`config.mk`:
```
export PLATFORM = sky130hd
export DESIGN_NAME = sysa_array
export DESIGN_NICKNAME = d
export VERILOG_FILES = /design/src/rtl/sysa_array.sv
export SDC_FILE = /design/constraint.sdc
export NUM_CORES = 2
export LEC_CHECK = 0
export ABC_CLOCK_PERIOD_IN_PS = 14810
export CAP_MARGIN = 20
export CORE_ASPECT_RATIO = 1.75
export CORE_UTILIZATION = 35
export CTS_BUF_LIST = sky130_fd_sc_hd__clkbuf_4 sky130_fd_sc_hd__clkbuf_8
export DETAILED_ROUTE_END_ITERATION = 10
export MAX_ROUTING_LAYER = met4
export SETUP_SLACK_MARGIN = 0.2
export SYNTH_ARGS = -nofsm -noshare
export SYNTH_HDL_FRONTEND = slang
export SYNTH_SLANG_ARGS = --single-unit
```
`constraint.sdc`:
```
create_clock -name clk -period 14.81 [get_ports clk]
set_input_delay 4.443 -clock clk [delete_from_list [all_inputs] [get_ports clk]]
set_output_delay 4.443 -clock clk [all_outputs]
set_load 0.02 [all_outputs]
```
`src/rtl/sysa_array.sv`:
```
// Weight-stationary NxN systolic matrix-vector engine with input skew, output deskew,
// valid tracking and ready/valid backpressure. Define SYSA_SAT_EN to saturate lane outputs to OW bits.
module sysa_array #(
    parameter int N      = 3,
    parameter int DW     = 8,
    parameter int OW     = 16,
    parameter int SIGNED = 1
) (
    input  logic              clk,
    input  logic              rst,
    input  logic [N*N*DW-1:0] w,
    input  logic              w_load,
    output logic              w_ack,
    input  logic              in_valid,
    output logic              in_ready,
    input  logic [N*DW-1:0]   in_data,
    output logic              out_valid,
    input  logic              out_ready,
    output logic [N*OW-1:0]   out_data,
    output logic              busy
);
    localparam int SW = 2*DW + $clog2(N);
    localparam int ST = 2*N;

    logic                          adv, acc;
    logic [ST-1:0]                 vld_q;
    logic [N*N*DW-1:0]             w_q;
    logic                          w_ack_q;
    logic [N-1:0][DW-1:0]          row_x;
    logic [N-1:0][N-2:0][DW-1:0]   x_q, x_d;
    logic [N-1:0][N-1:0][SW-1:0]   ps_q, ps_d;
    logic [N-1:0][SW-1:0]          col_s;
    logic [N-1:0][OW-1:0]          y_d, out_q;

    function automatic logic [SW-1:0] ext(input logic [DW-1:0] v);
        ext = (SIGNED != 0) ? {{(SW-DW){v[DW-1]}}, v} : {{(SW-DW){1'b0}}, v};
    endfunction

    assign adv       = !(out_valid && !out_ready);
    assign in_ready  = adv && !w_load;
    assign acc       = in_valid && in_ready;
    assign out_valid = vld_q[ST-1];
    assign busy      = |vld_q;
    assign w_ack     = w_ack_q;
    assign out_data  = out_q;

    // Row i enters the array i advancing cycles late; unaccepted slots inject zeros.
    for (genvar i = 0; i < N; i++) begin : g_skew
        if (i == 0) begin : g_d0
            assign row_x[0] = acc ? in_data[DW-1:0] : '0;
        end else begin : g_dn
            logic [i-1:0][DW-1:0] sk_q;
            always_ff @(posedge clk or posedge rst) begin
                if (rst) begin
                    sk_q <= '0;
                end else if (adv) begin
                    sk_q[0] <= acc ? in_data[i*DW +: DW] : '0;
                    for (int s = 1; s < i; s++) sk_q[s] <= sk_q[s-1];
                end
            end
            assign row_x[i] = sk_q[i-1];
        end
    end

    for (genvar i = 0; i < N; i++) begin : g_row
        for (genvar j = 0; j < N; j++) begin : g_col
            logic [DW-1:0] xin;
            logic [SW-1:0] pin;
            if (j == 0) begin : g_xl
                assign xin = row_x[i];
            end else begin : g_xh
                assign xin = x_q[i][j-1];
            end
            if (i == 0) begin : g_pt
                assign pin = '0;
            end else begin : g_pi
                assign pin = ps_q[i-1][j];
            end
            if (j < N-1) begin : g_fw
                assign x_d[i][j] = xin;
            end
            assign ps_d[i][j] = pin + ext(xin) * ext(w_q[(i*N+j)*DW +: DW]);
        end
    end

    // Column j leaves the array j cycles after column 0; pad it back into alignment.
    for (genvar j = 0; j < N; j++) begin : g_dsk
        if (j == N-1) begin : g_d0
            assign col_s[j] = ps_q[N-1][j];
        end else begin : g_dn
            localparam int D = N-1-j;
            logic [D-1:0][SW-1:0] ds_q;
            always_ff @(posedge clk or posedge rst) begin
                if (rst) begin
                    ds_q <= '0;
                end else if (adv) begin
                    ds_q[0] <= ps_q[N-1][j];
                    for (int s = 1; s < D; s++) ds_q[s] <= ds_q[s-1];
                end
            end
            assign col_s[j] = ds_q[D-1];
        end
    end

    for (genvar j = 0; j < N; j++) begin : g_out
        if (OW == SW) begin : g_eq
            assign y_d[j] = col_s[j];
        end else begin : g_nar
            logic [SW-OW-1:0] hi;
            assign hi = col_s[j][SW-1:OW];
`ifdef SYSA_SAT_EN
            if (SIGNED != 0) begin : g_s
                // In range iff every bit above the OW-bit sign bit replicates it.
                assign y_d[j] = (hi == {(SW-OW){col_s[j][OW-1]}}) ? col_s[j][OW-1:0]
                              : {col_s[j][SW-1], {(OW-1){~col_s[j][SW-1]}}};
            end else begin : g_u
                assign y_d[j] = (|hi) ? '1 : col_s[j][OW-1:0];
            end
`else
            logic unused_hi;
            assign unused_hi = ^hi;
            assign y_d[j]    = col_s[j][OW-1:0];
`endif
        end
    end

    always_ff @(posedge clk or posedge rst) begin
        if (rst) begin
            vld_q   <= '0;
            ps_q    <= '0;
            x_q     <= '0;
            out_q   <= '0;
            w_q     <= '0;
            w_ack_q <= 1'b0;
        end else begin
            w_ack_q <= 1'b0;
            // Weights only change with nothing in flight; one ack per held request.
            if (w_load && !busy && !w_ack_q) begin
                w_q     <= w;
                w_ack_q <= 1'b1;
            end
            if (adv) begin
                vld_q <= {vld_q[ST-2:0], acc};
                ps_q  <= ps_d;
                x_q   <= x_d;
                out_q <= y_d;
            end
        end
    end
endmodule

```
==> flow_metrics.py <==
metrics = {
    "run_status": {
        "outcome": "completed",
    },
    "sta": {
        "fin_worst_skew_ns": 0.0452,
        "rsz0062_at_grt": "false",
        "setup_viol": 0,
        "tightest_slew_ns": 1.02,
        "relSlewSlack_pct": 32.0,
        "drv_slew": 0,
        "finalHoldViolCount": 0,
        "fmax_mhz": 89.6,
        "fin_crit_sh_pct": 75.4,
        "finalSetupTns_ns": 0,
        "timing.final.crit_period_ns": 11.16,
    },
    "global_route": {
        "grt_pass1_vias": 29400,
        "grt_first_pass_wirelength_um": 148000,
        "grt_util_all_layers_pct": 16.5,
        "grt_max_degree": 185,
        "overflow": 0,
        "antenna_found_initial": 1,
    },
    "cts": {
        "clkSinkCount": 391,
        "htreeDepth": 3,
        "path_clk_slew_ns": 0.06,
        "cts_buffer_depth": 3,
        "cts_tree": "yes",
        "cts-resized-gates": 0,
        "cts_setup_buffers": 0,
        "root_buffer": "clkbuf_8",
        "hold_buffers": 0,
        "clkLatencyLatePin_ns": 0.74,
        "numCtsBuffers": 68,
    },
    "floorplanning": {
        "initial_core_util_pct": 35.4,
        "die_h_um": 446,
        "rows": 162,
        "io_pins": 153,
        "dieArea_um2": 114000,
        "core_area_um2": 112000,
        "die_x_um": 256,
    },
    "logic_synthesis": {
        "synth_flop_cell": "dfrtp_1",
        "syn_nets": 5325,
        "syn_inst": 4324,
        "synth-simple-area-share_pct": 17.0,
        "synth_edf_count": 0,
        "ys_ff_latch": 391,
        "synth_top_area_share_pct": 30.0,
        "yosysTopAreaCell": "fa_1",
        "synth-compound-area-share_pct": 5.66,
        "synth-async-reset-ratio_pct": 100,
        "synthAdderAreaFrac_pct": 39.7,
        "muxShareOfSynthArea_pct": 0,
        "synth_xor_area_share_pct": 3.44,
        "yosys-top-cells-area": "fa_1, dfrtp_1, nand2_1",
        "syn_area_um2": 39500,
        "seq_area_frac_synth_pct": 24.8,
        "avgSynthCellArea_um2": 9.13,
        "synth_top_family_by_area": "adder cells",
        "ys_types": 54,
        "ys_warn_count": 0,
    },
    "detailed_routing": {
        "drtAntennaViolNets": 0,
        "drt-pass1-iter-count": 5,
        "drt_iter0_markers": 1156,
        "totalWireLength_um": 87200,
        "drcViolationCount": 0,
        "viasPerCell": 4.60,
        "wire_per_inst_um": 14.7,
        "vias": 27200,
    },
    "setup_path": {
        "cp_data_arrival_time_ns": 6.72,
        "cp.required_ns": 10.37,
        "start_kind": "primary input",
        "critPathKind": "in -> out",
        "worst-path-max-fanout": 66,
        "critPathCaptureType": "primary output",
        "r2r_slack_ns": 8.20,
    },
    "finish": {
        "nets": 5393,
        "area_growth_pct": 11.2,
        "fillers": 11200,
        "drive_above_1_share_pct": 3.33,
    },
    "job": {
        "drv_cap": 0,
    },
    "min_path": {
        "min_path_type": "reg -> reg",
    },
    "place": {
        "hpwlAfterDp_um": 69800,
        "portBuffers": 152,
        "finalWeightedCongestion": 0.852,
    },
}
==> synthesized netlist by cell type, types with 2 or more instances <==
cell type / instances
inv_1: 812
nor3_1: 26
a21boi_0: 6
or4_1: 7
a21o_1: 25
a211oi_1: 25
and2_1: 224
o21ai_0: 116
xor2_1: 38
or3_1: 3
o21a_1: 29
a41oi_1: 2
fa_1: 591
ha_1: 309
o21bai_1: 7
o31ai_1: 16
nand2b_1: 53
a21oi_1: 77
nand3_1: 23
clkbuf_1: 161
a311oi_1: 2
nand2_1: 1031
nor2b_1: 4
xnor2_1: 117
dfrtp_1: 391
and3_1: 46
a31oi_1: 5
a22o_1: 24
buf_1: 9
o211a_1: 2
nor2_1: 120
==> final cells by class <==
type                       instances  area [um2]  area share [%]
multi-input combinational       2950       26000            59.3
timing repair buffer             168        1650            3.77
clock inverter                    17         205           0.467
clock buffer                     103        1330            3.03
tap                             1476        1850            4.20
antenna                            2        5.00          0.0114
inverter                         813        3060            6.96
sequential                       391        9780            22.3
==> layout by cell type, fill, tap and decap left out, types with 116 or more instances in the layout <==
cell	netlist	final
nand2_1	1031	1031
inv_1	812	811
fa_1	591	591
dfrtp_1	391	391
ha_1	309	309
and2_1	224	223
clkdlybuf4s50_1	0	152
nor2_1	120	120
xnor2_1	117	117
o21ai_0	116	116
==> sequential cells by signal, indices dropped and copies added, names as in the netlist <==
name	cells
col_s	32
out_data	48
w_q	72
g_row.g_col.xin	64
g_row.g_col.pin	96
ps_q	32
w_ack	1
vld_q	6
g_dsk.g_dn.ds_q	32
g_skew.g_dn.sk_q	8
==> path summary, 6_finish.rpt <==
kind                                    from                   endpoint  cells past startpoint
max in group asynchronous                rst                     w_q[3]                      4
worst min register to register  out_data[37]               out_data[37]                      2
min in group asynchronous                rst               out_data[38]                      2
worst max-delay path               out_ready                   in_ready                      5
worst min-delay path            out_data[37]               out_data[37]                      2
worst max register to register      vld_q[5]  g_row[1].g_col[0].pin[15]                     21
==> through the flow <==
step | hold slack (ns) | area, um2 | utilization, % | setup slack (ns) | instances
global placement | 0.449 | 42400 | 37.9 | 3.57 | 5798
finish | 0.464 | 43900 | 39.3 | 3.65 | 5920
floorplan | 0.439 | 39500 | - | 5.11 | 4324
global route | 0.484 | 43900 | 39.3 | 3.50 | 5919
detailed placement | 0.454 | 42400 | 37.9 | 3.60 | 5798
CTS | 0.469 | 43900 | 39.3 | 3.57 | 5918
==> cells by family (layout without fill, tap and decap cells) <==
family                     count (synthesis)  in the layout
and+or+nand+nor                         1543           1543
buffers and inverters                    983           1101
adders and majority gates                900            900
DFF                                      391            391
AOI/OAI and AO/OA                        352            352
xor gates and xnor gates                 155            155
other                                      0              2
==> layer usage <==
metal | global-route usage [%] | part of all wire, % | vias to the layer above | wire [um]
met5 | - | 0 | - | 0
li1 | - | - | 13200 | -
met1 | 18.5 | 41 | 13500 | 35600
met2 | 29.8 | 53 | 383 | 45900
met3 | 1.88 | 2.8 | 140 | 2410
met4 | 6.81 | 3.7 | 0 | 3200
==> worst max-delay path, cell delays in order <==
cell and delay, ns:
clkdlybuf4s50_1 0.53, nor2b_4 0.05, buf_4 0.32, nor2_1 0.63
clkdlybuf4s50_1 0.73
Power is left out: the tool's default activity adds up to more than one toggle a clock period on the data nets, which glitch-free logic cannot reach.
